## src/rtl/axi_lite_pkg.sv

```systemverilog
// Shared AXI4-Lite decoder definitions: response codes, FSM state encodings
// and the index-width helper.
package axi_lite_pkg;

    localparam logic [1:0] RESP_OKAY   = 2'b00;
    localparam logic [1:0] RESP_SLVERR = 2'b10;
    localparam logic [1:0] RESP_DECERR = 2'b11;

    typedef enum logic [1:0] {
        W_IDLE = 2'd0,
        W_DATA = 2'd1,
        W_RESP = 2'd2
    } wr_state_t;

    typedef enum logic {
        R_IDLE = 1'b0,
        R_RESP = 1'b1
    } rd_state_t;

    function automatic int clog2(input int n);
        int r;
        r = 0;
        while ((1 << r) < n) r++;
        return r;
    endfunction

endpackage

```

## src/rtl/axi_lite_1ton_decoder_if.sv

```systemverilog
// One upstream AXI4-Lite port (m_*) plus N packed downstream ports (s_*),
// slave i at slice i of every s_* signal.
interface axi_lite_1ton_decoder_if #(
    parameter int N_SLAVES = 2
);
    // Every channel completes on a cycle where valid and ready are both high;
    // valid never waits on ready, and the decoder only routes, never buffers.
    logic [31:0]             m_awaddr;
    logic [2:0]              m_awprot;
    logic                    m_awvalid;
    logic                    m_awready;
    logic [31:0]             m_wdata;
    logic [3:0]              m_wstrb;
    logic                    m_wvalid;
    logic                    m_wready;
    logic [1:0]              m_bresp;
    logic                    m_bvalid;
    logic                    m_bready;
    logic [31:0]             m_araddr;
    logic [2:0]              m_arprot;
    logic                    m_arvalid;
    logic                    m_arready;
    logic [31:0]             m_rdata;
    logic [1:0]              m_rresp;
    logic                    m_rvalid;
    logic                    m_rready;

    logic [N_SLAVES*32-1:0]  s_awaddr;
    logic [N_SLAVES*3-1:0]   s_awprot;
    logic [N_SLAVES-1:0]     s_awvalid;
    logic [N_SLAVES-1:0]     s_awready;
    logic [N_SLAVES*32-1:0]  s_wdata;
    logic [N_SLAVES*4-1:0]   s_wstrb;
    logic [N_SLAVES-1:0]     s_wvalid;
    logic [N_SLAVES-1:0]     s_wready;
    logic [N_SLAVES*2-1:0]   s_bresp;
    logic [N_SLAVES-1:0]     s_bvalid;
    logic [N_SLAVES-1:0]     s_bready;
    logic [N_SLAVES*32-1:0]  s_araddr;
    logic [N_SLAVES*3-1:0]   s_arprot;
    logic [N_SLAVES-1:0]     s_arvalid;
    logic [N_SLAVES-1:0]     s_arready;
    logic [N_SLAVES*32-1:0]  s_rdata;
    logic [N_SLAVES*2-1:0]   s_rresp;
    logic [N_SLAVES-1:0]     s_rvalid;
    logic [N_SLAVES-1:0]     s_rready;

    modport slave (
        input  m_awaddr, m_awprot, m_awvalid, m_wdata, m_wstrb, m_wvalid, m_bready,
        input  m_araddr, m_arprot, m_arvalid, m_rready,
        output m_awready, m_wready, m_bresp, m_bvalid, m_arready, m_rdata, m_rresp, m_rvalid,
        output s_awaddr, s_awprot, s_awvalid, s_wdata, s_wstrb, s_wvalid, s_bready,
        output s_araddr, s_arprot, s_arvalid, s_rready,
        input  s_awready, s_wready, s_bresp, s_bvalid, s_arready, s_rdata, s_rresp, s_rvalid
    );

    modport master (
        output m_awaddr, m_awprot, m_awvalid, m_wdata, m_wstrb, m_wvalid, m_bready,
        output m_araddr, m_arprot, m_arvalid, m_rready,
        input  m_awready, m_wready, m_bresp, m_bvalid, m_arready, m_rdata, m_rresp, m_rvalid,
        input  s_awaddr, s_awprot, s_awvalid, s_wdata, s_wstrb, s_wvalid, s_bready,
        input  s_araddr, s_arprot, s_arvalid, s_rready,
        output s_awready, s_wready, s_bresp, s_bvalid, s_arready, s_rdata, s_rresp, s_rvalid
    );

endinterface

```

## src/rtl/axi_lite_addr_decode.sv

```systemverilog
// Combinational base/mask address decoder; the lowest matching index wins.
module axi_lite_addr_decode
    import axi_lite_pkg::*;
#(
    parameter int                     N_SLAVES  = 2,
    parameter logic [N_SLAVES*32-1:0] ADDR_BASE = {32'h4000_0000, 32'h0000_0000},
    parameter logic [N_SLAVES*32-1:0] ADDR_MASK = {2{32'hFFFF_0000}},
    localparam int                    IDX_W     = (N_SLAVES > 1) ? clog2(N_SLAVES) : 1
) (
    input  logic [31:0]      addr,
    output logic [IDX_W-1:0] index,
    output logic             hit,
    output logic             decerr
);

    always_comb begin
        index = '0;
        hit   = 1'b0;
        // Scan downwards so the last assignment is the lowest matching index.
        for (int i = N_SLAVES - 1; i >= 0; i--) begin
            if ((addr & ADDR_MASK[32*i +: 32]) == ADDR_BASE[32*i +: 32]) begin
                index = IDX_W'(i);
                hit   = 1'b1;
            end
        end
        decerr = ~hit;
    end

endmodule

```

## src/rtl/axi_lite_1ton_decoder.sv

```systemverilog
// AXI4-Lite 1-to-N address decoder with independent write and read FSMs,
// combinational channel routing and an internal DECERR responder.
module axi_lite_1ton_decoder
    import axi_lite_pkg::*;
#(
    parameter int                     N_SLAVES  = 2,
    parameter logic [N_SLAVES*32-1:0] ADDR_BASE = {32'h4000_0000, 32'h0000_0000},
    parameter logic [N_SLAVES*32-1:0] ADDR_MASK = {2{32'hFFFF_0000}},
    localparam int                    IDX_W     = (N_SLAVES > 1) ? clog2(N_SLAVES) : 1
) (
    input  logic                          aclk,
    input  logic                          aresetn,
    axi_lite_1ton_decoder_if.slave        bus,
    output wr_state_t                     wr_state,
    output rd_state_t                     rd_state
);

    logic [IDX_W-1:0] aw_idx, ar_idx, wr_idx, rd_idx;
    logic             aw_hit, ar_hit, aw_dec, ar_dec, wr_dec, rd_dec;

    axi_lite_addr_decode #(.N_SLAVES(N_SLAVES), .ADDR_BASE(ADDR_BASE), .ADDR_MASK(ADDR_MASK)) u_aw_decode (
        .addr(bus.m_awaddr), .index(aw_idx), .hit(aw_hit), .decerr(aw_dec)
    );

    axi_lite_addr_decode #(.N_SLAVES(N_SLAVES), .ADDR_BASE(ADDR_BASE), .ADDR_MASK(ADDR_MASK)) u_ar_decode (
        .addr(bus.m_araddr), .index(ar_idx), .hit(ar_hit), .decerr(ar_dec)
    );

    assign bus.s_awaddr = {N_SLAVES{bus.m_awaddr}};
    assign bus.s_awprot = {N_SLAVES{bus.m_awprot}};
    assign bus.s_wdata  = {N_SLAVES{bus.m_wdata}};
    assign bus.s_wstrb  = {N_SLAVES{bus.m_wstrb}};
    assign bus.s_araddr = {N_SLAVES{bus.m_araddr}};
    assign bus.s_arprot = {N_SLAVES{bus.m_arprot}};

    // Write channel routing; gated by aresetn so nothing handshakes while in reset.
    always_comb begin
        bus.m_awready = 1'b0;
        bus.m_wready  = 1'b0;
        bus.m_bvalid  = 1'b0;
        bus.m_bresp   = RESP_OKAY;
        bus.s_awvalid = '0;
        bus.s_wvalid  = '0;
        bus.s_bready  = '0;
        if (aresetn) begin
            case (wr_state)
                W_IDLE: begin
                    if (aw_hit) begin
                        bus.s_awvalid[aw_idx] = bus.m_awvalid;
                        bus.m_awready         = bus.s_awready[aw_idx];
                    end else begin
                        bus.m_awready = 1'b1;
                    end
                end
                W_DATA: begin
                    if (wr_dec) begin
                        bus.m_wready = 1'b1;
                    end else begin
                        bus.s_wvalid[wr_idx] = bus.m_wvalid;
                        bus.m_wready         = bus.s_wready[wr_idx];
                    end
                end
                W_RESP: begin
                    if (wr_dec) begin
                        bus.m_bvalid = 1'b1;
                        bus.m_bresp  = RESP_DECERR;
                    end else begin
                        bus.m_bvalid         = bus.s_bvalid[wr_idx];
                        bus.m_bresp          = bus.s_bresp[2*wr_idx +: 2];
                        bus.s_bready[wr_idx] = bus.m_bready;
                    end
                end
                default: ;
            endcase
        end
    end

    always_comb begin
        bus.m_arready = 1'b0;
        bus.m_rvalid  = 1'b0;
        bus.m_rdata   = '0;
        bus.m_rresp   = RESP_OKAY;
        bus.s_arvalid = '0;
        bus.s_rready  = '0;
        if (aresetn) begin
            case (rd_state)
                R_IDLE: begin
                    if (ar_hit) begin
                        bus.s_arvalid[ar_idx] = bus.m_arvalid;
                        bus.m_arready         = bus.s_arready[ar_idx];
                    end else begin
                        bus.m_arready = 1'b1;
                    end
                end
                R_RESP: begin
                    if (rd_dec) begin
                        bus.m_rvalid = 1'b1;
                        bus.m_rresp  = RESP_DECERR;
                    end else begin
                        bus.m_rvalid         = bus.s_rvalid[rd_idx];
                        bus.m_rdata          = bus.s_rdata[32*rd_idx +: 32];
                        bus.m_rresp          = bus.s_rresp[2*rd_idx +: 2];
                        bus.s_rready[rd_idx] = bus.m_rready;
                    end
                end
                default: ;
            endcase
        end
    end

    always_ff @(posedge aclk or negedge aresetn) begin
        if (!aresetn) begin
            wr_state <= W_IDLE;
            wr_idx   <= '0;
            wr_dec   <= 1'b0;
        end else begin
            case (wr_state)
                W_IDLE: if (bus.m_awvalid && bus.m_awready) begin
                    wr_idx   <= aw_idx;
                    wr_dec   <= aw_dec;
                    wr_state <= W_DATA;
                end
                W_DATA: if (bus.m_wvalid && bus.m_wready) wr_state <= W_RESP;
                W_RESP: if (bus.m_bvalid && bus.m_bready) wr_state <= W_IDLE;
                default: wr_state <= W_IDLE;
            endcase
        end
    end

    always_ff @(posedge aclk or negedge aresetn) begin
        if (!aresetn) begin
            rd_state <= R_IDLE;
            rd_idx   <= '0;
            rd_dec   <= 1'b0;
        end else begin
            case (rd_state)
                R_IDLE: if (bus.m_arvalid && bus.m_arready) begin
                    rd_idx   <= ar_idx;
                    rd_dec   <= ar_dec;
                    rd_state <= R_RESP;
                end
                R_RESP: if (bus.m_rvalid && bus.m_rready) rd_state <= R_IDLE;
                default: rd_state <= R_IDLE;
            endcase
        end
    end

endmodule

```

## src/flat_wrapper.sv

```systemverilog
// flat-port wrapper written by rule: the top's interface ports become plain ports
module axi_lite_1ton_decoder_flat import axi_lite_pkg::*;
#(
    parameter int                     N_SLAVES  = 2,
    parameter logic [N_SLAVES*32-1:0] ADDR_BASE = {32'h4000_0000, 32'h0000_0000},
    parameter logic [N_SLAVES*32-1:0] ADDR_MASK = {2{32'hFFFF_0000}},
    localparam int                    IDX_W     = (N_SLAVES > 1) ? clog2(N_SLAVES) : 1
)
  (aclk, aresetn, wr_state, rd_state, bus_m_awaddr, bus_m_awprot, bus_m_awvalid, bus_m_wdata, bus_m_wstrb, bus_m_wvalid, bus_m_bready, bus_m_araddr, bus_m_arprot, bus_m_arvalid, bus_m_rready, bus_m_awready, bus_m_wready, bus_m_bresp, bus_m_bvalid, bus_m_arready, bus_m_rdata, bus_m_rresp, bus_m_rvalid, bus_s_awaddr, bus_s_awprot, bus_s_awvalid, bus_s_wdata, bus_s_wstrb, bus_s_wvalid, bus_s_bready, bus_s_araddr, bus_s_arprot, bus_s_arvalid, bus_s_rready, bus_s_awready, bus_s_wready, bus_s_bresp, bus_s_bvalid, bus_s_arready, bus_s_rdata, bus_s_rresp, bus_s_rvalid);
  axi_lite_1ton_decoder_if #(.N_SLAVES(N_SLAVES)) bus_i ();
  input  logic aclk;
  input  logic aresetn;
  output wr_state_t wr_state;
  output rd_state_t rd_state;
  input wire logic [$bits(bus_i.m_awaddr)-1:0] bus_m_awaddr;
  input wire logic [$bits(bus_i.m_awprot)-1:0] bus_m_awprot;
  input wire logic [$bits(bus_i.m_awvalid)-1:0] bus_m_awvalid;
  input wire logic [$bits(bus_i.m_wdata)-1:0] bus_m_wdata;
  input wire logic [$bits(bus_i.m_wstrb)-1:0] bus_m_wstrb;
  input wire logic [$bits(bus_i.m_wvalid)-1:0] bus_m_wvalid;
  input wire logic [$bits(bus_i.m_bready)-1:0] bus_m_bready;
  input wire logic [$bits(bus_i.m_araddr)-1:0] bus_m_araddr;
  input wire logic [$bits(bus_i.m_arprot)-1:0] bus_m_arprot;
  input wire logic [$bits(bus_i.m_arvalid)-1:0] bus_m_arvalid;
  input wire logic [$bits(bus_i.m_rready)-1:0] bus_m_rready;
  output wire logic [$bits(bus_i.m_awready)-1:0] bus_m_awready;
  output wire logic [$bits(bus_i.m_wready)-1:0] bus_m_wready;
  output wire logic [$bits(bus_i.m_bresp)-1:0] bus_m_bresp;
  output wire logic [$bits(bus_i.m_bvalid)-1:0] bus_m_bvalid;
  output wire logic [$bits(bus_i.m_arready)-1:0] bus_m_arready;
  output wire logic [$bits(bus_i.m_rdata)-1:0] bus_m_rdata;
  output wire logic [$bits(bus_i.m_rresp)-1:0] bus_m_rresp;
  output wire logic [$bits(bus_i.m_rvalid)-1:0] bus_m_rvalid;
  output wire logic [$bits(bus_i.s_awaddr)-1:0] bus_s_awaddr;
  output wire logic [$bits(bus_i.s_awprot)-1:0] bus_s_awprot;
  output wire logic [$bits(bus_i.s_awvalid)-1:0] bus_s_awvalid;
  output wire logic [$bits(bus_i.s_wdata)-1:0] bus_s_wdata;
  output wire logic [$bits(bus_i.s_wstrb)-1:0] bus_s_wstrb;
  output wire logic [$bits(bus_i.s_wvalid)-1:0] bus_s_wvalid;
  output wire logic [$bits(bus_i.s_bready)-1:0] bus_s_bready;
  output wire logic [$bits(bus_i.s_araddr)-1:0] bus_s_araddr;
  output wire logic [$bits(bus_i.s_arprot)-1:0] bus_s_arprot;
  output wire logic [$bits(bus_i.s_arvalid)-1:0] bus_s_arvalid;
  output wire logic [$bits(bus_i.s_rready)-1:0] bus_s_rready;
  input wire logic [$bits(bus_i.s_awready)-1:0] bus_s_awready;
  input wire logic [$bits(bus_i.s_wready)-1:0] bus_s_wready;
  input wire logic [$bits(bus_i.s_bresp)-1:0] bus_s_bresp;
  input wire logic [$bits(bus_i.s_bvalid)-1:0] bus_s_bvalid;
  input wire logic [$bits(bus_i.s_arready)-1:0] bus_s_arready;
  input wire logic [$bits(bus_i.s_rdata)-1:0] bus_s_rdata;
  input wire logic [$bits(bus_i.s_rresp)-1:0] bus_s_rresp;
  input wire logic [$bits(bus_i.s_rvalid)-1:0] bus_s_rvalid;
  assign bus_i.m_awaddr = bus_m_awaddr;
  assign bus_i.m_awprot = bus_m_awprot;
  assign bus_i.m_awvalid = bus_m_awvalid;
  assign bus_i.m_wdata = bus_m_wdata;
  assign bus_i.m_wstrb = bus_m_wstrb;
  assign bus_i.m_wvalid = bus_m_wvalid;
  assign bus_i.m_bready = bus_m_bready;
  assign bus_i.m_araddr = bus_m_araddr;
  assign bus_i.m_arprot = bus_m_arprot;
  assign bus_i.m_arvalid = bus_m_arvalid;
  assign bus_i.m_rready = bus_m_rready;
  assign bus_m_awready = bus_i.m_awready;
  assign bus_m_wready = bus_i.m_wready;
  assign bus_m_bresp = bus_i.m_bresp;
  assign bus_m_bvalid = bus_i.m_bvalid;
  assign bus_m_arready = bus_i.m_arready;
  assign bus_m_rdata = bus_i.m_rdata;
  assign bus_m_rresp = bus_i.m_rresp;
  assign bus_m_rvalid = bus_i.m_rvalid;
  assign bus_s_awaddr = bus_i.s_awaddr;
  assign bus_s_awprot = bus_i.s_awprot;
  assign bus_s_awvalid = bus_i.s_awvalid;
  assign bus_s_wdata = bus_i.s_wdata;
  assign bus_s_wstrb = bus_i.s_wstrb;
  assign bus_s_wvalid = bus_i.s_wvalid;
  assign bus_s_bready = bus_i.s_bready;
  assign bus_s_araddr = bus_i.s_araddr;
  assign bus_s_arprot = bus_i.s_arprot;
  assign bus_s_arvalid = bus_i.s_arvalid;
  assign bus_s_rready = bus_i.s_rready;
  assign bus_i.s_awready = bus_s_awready;
  assign bus_i.s_wready = bus_s_wready;
  assign bus_i.s_bresp = bus_s_bresp;
  assign bus_i.s_bvalid = bus_s_bvalid;
  assign bus_i.s_arready = bus_s_arready;
  assign bus_i.s_rdata = bus_s_rdata;
  assign bus_i.s_rresp = bus_s_rresp;
  assign bus_i.s_rvalid = bus_s_rvalid;
  axi_lite_1ton_decoder #(.N_SLAVES(N_SLAVES), .ADDR_BASE(ADDR_BASE), .ADDR_MASK(ADDR_MASK)) u_core (.aclk(aclk), .aresetn(aresetn), .bus(bus_i), .wr_state(wr_state), .rd_state(rd_state));
endmodule
```

## config.mk

```make
export PLATFORM = sky130hd
export DESIGN_NAME = axi_lite_1ton_decoder_flat
export DESIGN_NICKNAME = d
export VERILOG_FILES = /design/src/rtl/axi_lite_pkg.sv /design/src/rtl/axi_lite_1ton_decoder_if.sv /design/src/rtl/axi_lite_addr_decode.sv /design/src/rtl/axi_lite_1ton_decoder.sv /design/src/flat_wrapper.sv
export SDC_FILE = /design/constraint.sdc
export NUM_CORES = 1
export LEC_CHECK = 0
export ABC_CLOCK_PERIOD_IN_PS = 2900
export CORE_AREA = 5 5 178 180
export CTS_CLUSTER_DIAMETER = 150
export CTS_CLUSTER_SIZE = 40
export DETAILED_ROUTE_END_ITERATION = 16
export DIE_AREA = 0 0 183 185
export GPL_TIMING_DRIVEN = 0
export PLACE_DENSITY = 0.4
export SYNTH_ARGS = -nofsm -noshare
export SYNTH_HDL_FRONTEND = slang
export SYNTH_HIERARCHICAL = 1
export SYNTH_SLANG_ARGS = --single-unit
```

## constraint.sdc

```tcl
create_clock -name aclk -period 2.9 [get_ports aclk]
set_input_delay 0.58 -clock aclk [delete_from_list [all_inputs] [get_ports aclk]]
set_output_delay 0.58 -clock aclk [all_outputs]
set_load 0.1 [all_outputs]
```

======== Yosys cells after proc, flatten, opt, wreduce, memory -nomap -nowiden ========
Cells that the tools add are included.
storage, ports and cells
  bits in registers ....................... 7
  input port bits ......................... 195
  output and inout port bits .............. 266
  word-level logic and storage cells ...... 117
operators by class
  $lt $le $gt $ge ......................... 8
  equal/unequal tests ..................... 7
  shifts and indexed selects .............. 3
  multiplexer cells ....................... 70
  bitwise operators ....................... 8
  reduce and logical (&&, ||, !) cells .... 15
operators with widths
  cell                  count
  $mux 32               3
  $logic_not 32->1      2
  $shiftx 64x7->32      1
  $mux 2                24
  $mux 1                37
  $eq 16x15->1 const B  2
  $and 2x2->2           5
  $logic_and 1x1->1     9
  $lt 1x2->1 const B    4
  $shiftx 4x3->2        2
  $ne 2x1->1 const B    3
  $pmux 2 s3            1
  $demux 1 s1           4
  $ge 1x1->1 const B    4
  $reduce_and 2->1      2
  $not 1->1             3
  $reduce_and 3->1      1
  $eq 2x1->1 const B    1
  $eq 2x2->1 const B    1
  $logic_not 2->1       1
  $pmux 1 s2            1

======== Longest topological paths before layout ========
  word-level depth ........................ 11
  depth in mapped cells ................... 6
  depth with buffers taken out ............ 5

======== Cells and area by module ========
The synthesis kept the hierarchy.
modules (own cells, without submodules)
  module                 times used  cells each  area each (µm²)  seq. area each (µm²)
  axi_lite_1ton_decoder  1           354         2820.2           175.2
  axi_lite_addr_decode   2           8           66.3             0.0

======== Worst setup path after synthesis ========
OpenSTA, ideal clock, no wires.
  path type ............................... input to output
  start point ............................. in bus_m_awaddr[28]
  end point ............................... out bus_m_awready
  arrival time ............................ 6636 ps
  required time ........................... 2320 ps
  path slack .............................. -4316 ps
  cell stages on the path ................. 4
  buffers on the path ..................... 0
  path through ............................ or4b_2 nor4_1 mux2i_1 a2111oi_0
between the ends
  cells in the longest elaborated chain, start to end .. 8
  elaborated cells between the ends (all ways) .. 10
  those cells by class .................... eq/ne: 1; mux: 8; reduce/logical: 1
ends and longest elaborated chain
  element                                      RTL line                     text
  start, declared                              flat_wrapper.sv:15           input wire logic [$bits(bus_i.m_awaddr)-1:0] bus_m_awaddr;
  $eq 16x15->1                                 axi_lite_addr_decode.sv:21   if ((addr & ADDR_MASK[32*i +: 32]) == ADDR_BASE[32*i +: 32]) begin
  $mux 1                                       axi_lite_addr_decode.sv:21
  $mux 1 *                                     axi_lite_addr_decode.sv:21
  via u_core.aw_idx                            axi_lite_1ton_decoder.sv:18  logic [IDX_W-1:0] aw_idx, ar_idx, wr_idx, rd_idx;
  $mux 1 (not written as such) * (2 in a row)  axi_lite_1ton_decoder.sv:50  bus.m_awready = bus.s_awready[aw_idx];
  $mux 1 *                                     axi_lite_1ton_decoder.sv:48  if (aw_hit) begin
  $mux 1 *                                     axi_lite_1ton_decoder.sv:46  case (wr_state)
  $mux 1 *                                     axi_lite_1ton_decoder.sv:45  if (aresetn) begin
  end, declared                                flat_wrapper.sv:26           output wire logic [$bits(bus_i.m_awready)-1:0] bus_m_awready;
Mark *: on every way through the listed nets, which the timed path passes. The rest lies on a longest branch. The select of a mux whose other input is x is not followed.

======== Final worst setup path ========
  start point ............................. in bus_m_awaddr[21]
  end point ............................... out bus_m_awready
The elaborated chain is that of the path after synthesis.

==> results.yml <==
clock_tree:
  clock-sinks: 7
  clk_transition_reported_paths_ps: 40
  cts_tree: "done"
  clk_latency_ps: 230
  htreeDepth: 1
  cts_hold_buf: 0
  cts_buffers: 3
  clock_path_buffers: 2
  cts_root_buffer: "clkbuf_16"
detailed_routing:
  wl_met3_um: 1450
  drt-vias-per-instance: 3.07
  routedWlPerCell_um: 14.8
  first_pass_iters: 4
  initialDrtViolationCount: 59
  top_layer: "met4"
  drc: 0
  final_antenna_net_count: 0
  routed-via-count: 3605
  drt-total-wl_um: 17400
  met1Wirelength_um: 6450
  met2_length_um: 9400
sta:
  worst_slack_ps: -25.1
  setup_viol: 1
  post-route-period-util: 1.01
  fmax_mhz: 342
  clock_skew_ps: 0.172
  finalHoldViolations: 0
  final_max_slew_viol_count: 0
  max_slew_margin: 0.308
  worst_pin_slew_ps: 1040
  period_minus_slack_ps: 2930
  timing.setup.tns_ps: -25.1
  rsz0062_at_grt: "true"
grt:
  gr-total-overflow: 0
  antenna_found_initial: 0
  grt_max_degree: 11
  grt_use_total: 0.0901
  grt_pass1_wl_um: 23900
  grt_pass1_vias: 3631
setup_path:
  worstPathCellList: "buf_6 > or4_4 > nor4_4 > mux2i_2 > a2111oi_4 > buf_6"
  cp_data_arrival_time_ps: 2350
  cp_common_cell: "buf_6"
  worstRegToRegCells: 4
  r2r-start: "u_core/wr_dec"
  path_max_fanout: 3
  r2r-end: "u_core/wr_state[0]"
  slowest_delay_ps: 550
  cpMaxStageDelayCell: "or4_4"
  crit_required_ps: 2320
  r2r_slack_ps: 1270
  endpoint_kind: "output port"
  startpoint_type: "input port"
  crit_type: "input port to output port"
final_layout:
  area_growth_pct: 158
  drive_gt1_frac: 0.508
  final_nets: 974
  num_antenna_cells: 0
  post-route-cell-area_mm2: 0.00763
  finish.utilization: 0.254
  fillers: 3265
  finalNonFillerCells: 1174
logic_synthesis:
  syn-num-nets: 565
  syn-instance-count: 370
  synth_warnings: 6
  ys_top_cells_by_area: "buf_4 55%, mux2i_1 13%, nor2_2 6.4%"
  ys_seq_area_frac: 0.0593
  yosysMostFrequentCell: "buf_4"
  synth_edf_count: 0
  ys_async_sr_fraction: 1.00
  syn_area_mm2: 0.00295
  ys_top_cells_by_count: "216 x buf_4, 37 x mux2i_1, 30 x nor2_2, 9 x nor2_1, 7 x dfrtp_1"
  synth-seq-cells: 7
  yosysTopAreaCell: "buf_4"
  netlist-cell-type-count: 42
  ys.flop_type: "dfrtp_1"
  synth_top_area_share: 0.549
  avgSynthCellArea_um2: 7.98
power_and_ir_drop:
  power_density_mw_per_mm2: 364
  p_leak_nw: 3.28
  ir_worst_vdd_v: 0.000191
floorplanning:
  die_y_um: 185
  num_io_pins: 461
  start_util: 0.0983
  design.die.area_mm2: 0.0339
  num_rows: 64
  core_mm2: 0.0300
  die_w_um: 183
hold_path:
  hold_class: "input port to async pin"
run_status:
  violations: "negative setup slack"
  outcome: "finished, violations left"
job:
  max-cap-violations: 0
placed_design:
  gp_congestion: 0.686
  dp_hpwl_um: 15800
  placed_cell_area_mm2: 0.00751
  io_buffer_count: 386
  dp_cells: 1152
==> flip-flops by register name (all words and copies together) (netlist names) <==
register         flops
u_core/wr_dec        1
u_core/rd_idx        1
u_core/rd_dec        1
u_core/wr_state      2
u_core/wr_idx        1
u_core/rd_state      1
==> layout by cell type (no fill, tap or decap), types with 2 or more instances in the layout <==
cell             count
mux2_4               2
mux2i_1             35
clkbuf_1             2
inv_1                2
mux2_1               2
nor2_4               2
buf_4              263
buf_6               17
or4_4                6
buf_8                2
nor3b_4              3
nor3_4               2
clkbuf_2             7
dfrtp_1              6
buf_2               19
nand2_1              3
a211oi_1             2
clkdlybuf4s15_2     13
buf_12               2
or3_1                2
clkdlybuf4s50_1    302
nor2_2              33
nor2_1               4
or4_1                2
nor4_4               4
nor2b_1              5
or4b_4               2
clkbuf_16            3
and3_2               2
a21o_1               3
a211oi_4             2
a21oi_2              2
==> cell families after synthesis <==
kind of cell / share of synthesized area
multiplexers: 0.147
AO/OA/AOI/OAI: 0.0428
AND/OR/NAND/NOR: 0.179
buffers and inverters: 0.572
flip-flops: 0.0593
==> worst max-delay path, delay by kind of cell <==
family	cells	cell delay [ps]
AO/OA/AOI/OAI	1	320
buffers and inverters	2	370
multiplexers	1	150
AND/OR/NAND/NOR	2	920
==> power by group <==
part	switching [W]	leakage (nW)	total, W	internal, W
clock	0.0000498	0.0382	0.000233	0.000183
sequential	0.0000400	0.0823	0.000154	0.000114
combinational	0.00169	3.16	0.00239	0.000696
total	0.00178	3.28	0.00277	0.000993
==> area by class of cell <==
type                            instances  area (um2)  share of cell area
Clock buffer                            4        78.8              0.0103
Buffer                                223        1680               0.220
Tap cell                              396         495              0.0649
Inverter                                2        7.51            0.000984
Sequential cell                         7         176              0.0231
Timing Repair Buffer                  404        3870               0.507
Multi-Input combinational cell        138        1320               0.173
==> layer usage <==
layer | up-vias | track usage
li1 | 1822 | -
met4 | 0 | 0.00775
met5 | - | 0
met2 | 175 | 0.168
met3 | 4 | 0.0249
met1 | 1604 | 0.107
==> worst max path at each step <==
stage,cells after the start,start,end
after floorplan,4,bus_m_awaddr[28],bus_m_awready
after global placement,6,bus_m_awaddr[22],bus_s_awvalid[0]
after detailed placement,5,bus_m_awaddr[22],bus_s_awvalid[1]
after CTS,6,bus_m_awaddr[23],bus_m_awready
after global routing,6,bus_m_awaddr[21],bus_m_awready
final,6,bus_m_awaddr[21],bus_m_awready
==> what timing repair did <==
item | in CTS | in global routing
setup endpoints to repair | 116 | 38
buffers inserted | 12 | 6
pin swaps | 13 | 11
resized for setup | 385 | 41
==> per-stage QoR <==
| stage | total power (W) | setup WS, ps | hold WS, ps |
|---|---|---|---|
| 3_5_place_dp | 0.00256 | -1900 | 588 |
| 6_report | 0.00277 | -25.1 | 197 |
| 4_1_cts | 0.00280 | -107 | 307 |
| 3_3_place_gp | 0.00256 | -1850 | 581 |
| 2_1_floorplan | 0.00195 | -568 | 284 |
| 5_1_grt | 0.00286 | -122 | 206 |
Note: power is estimated with default switching activity, not from simulation.
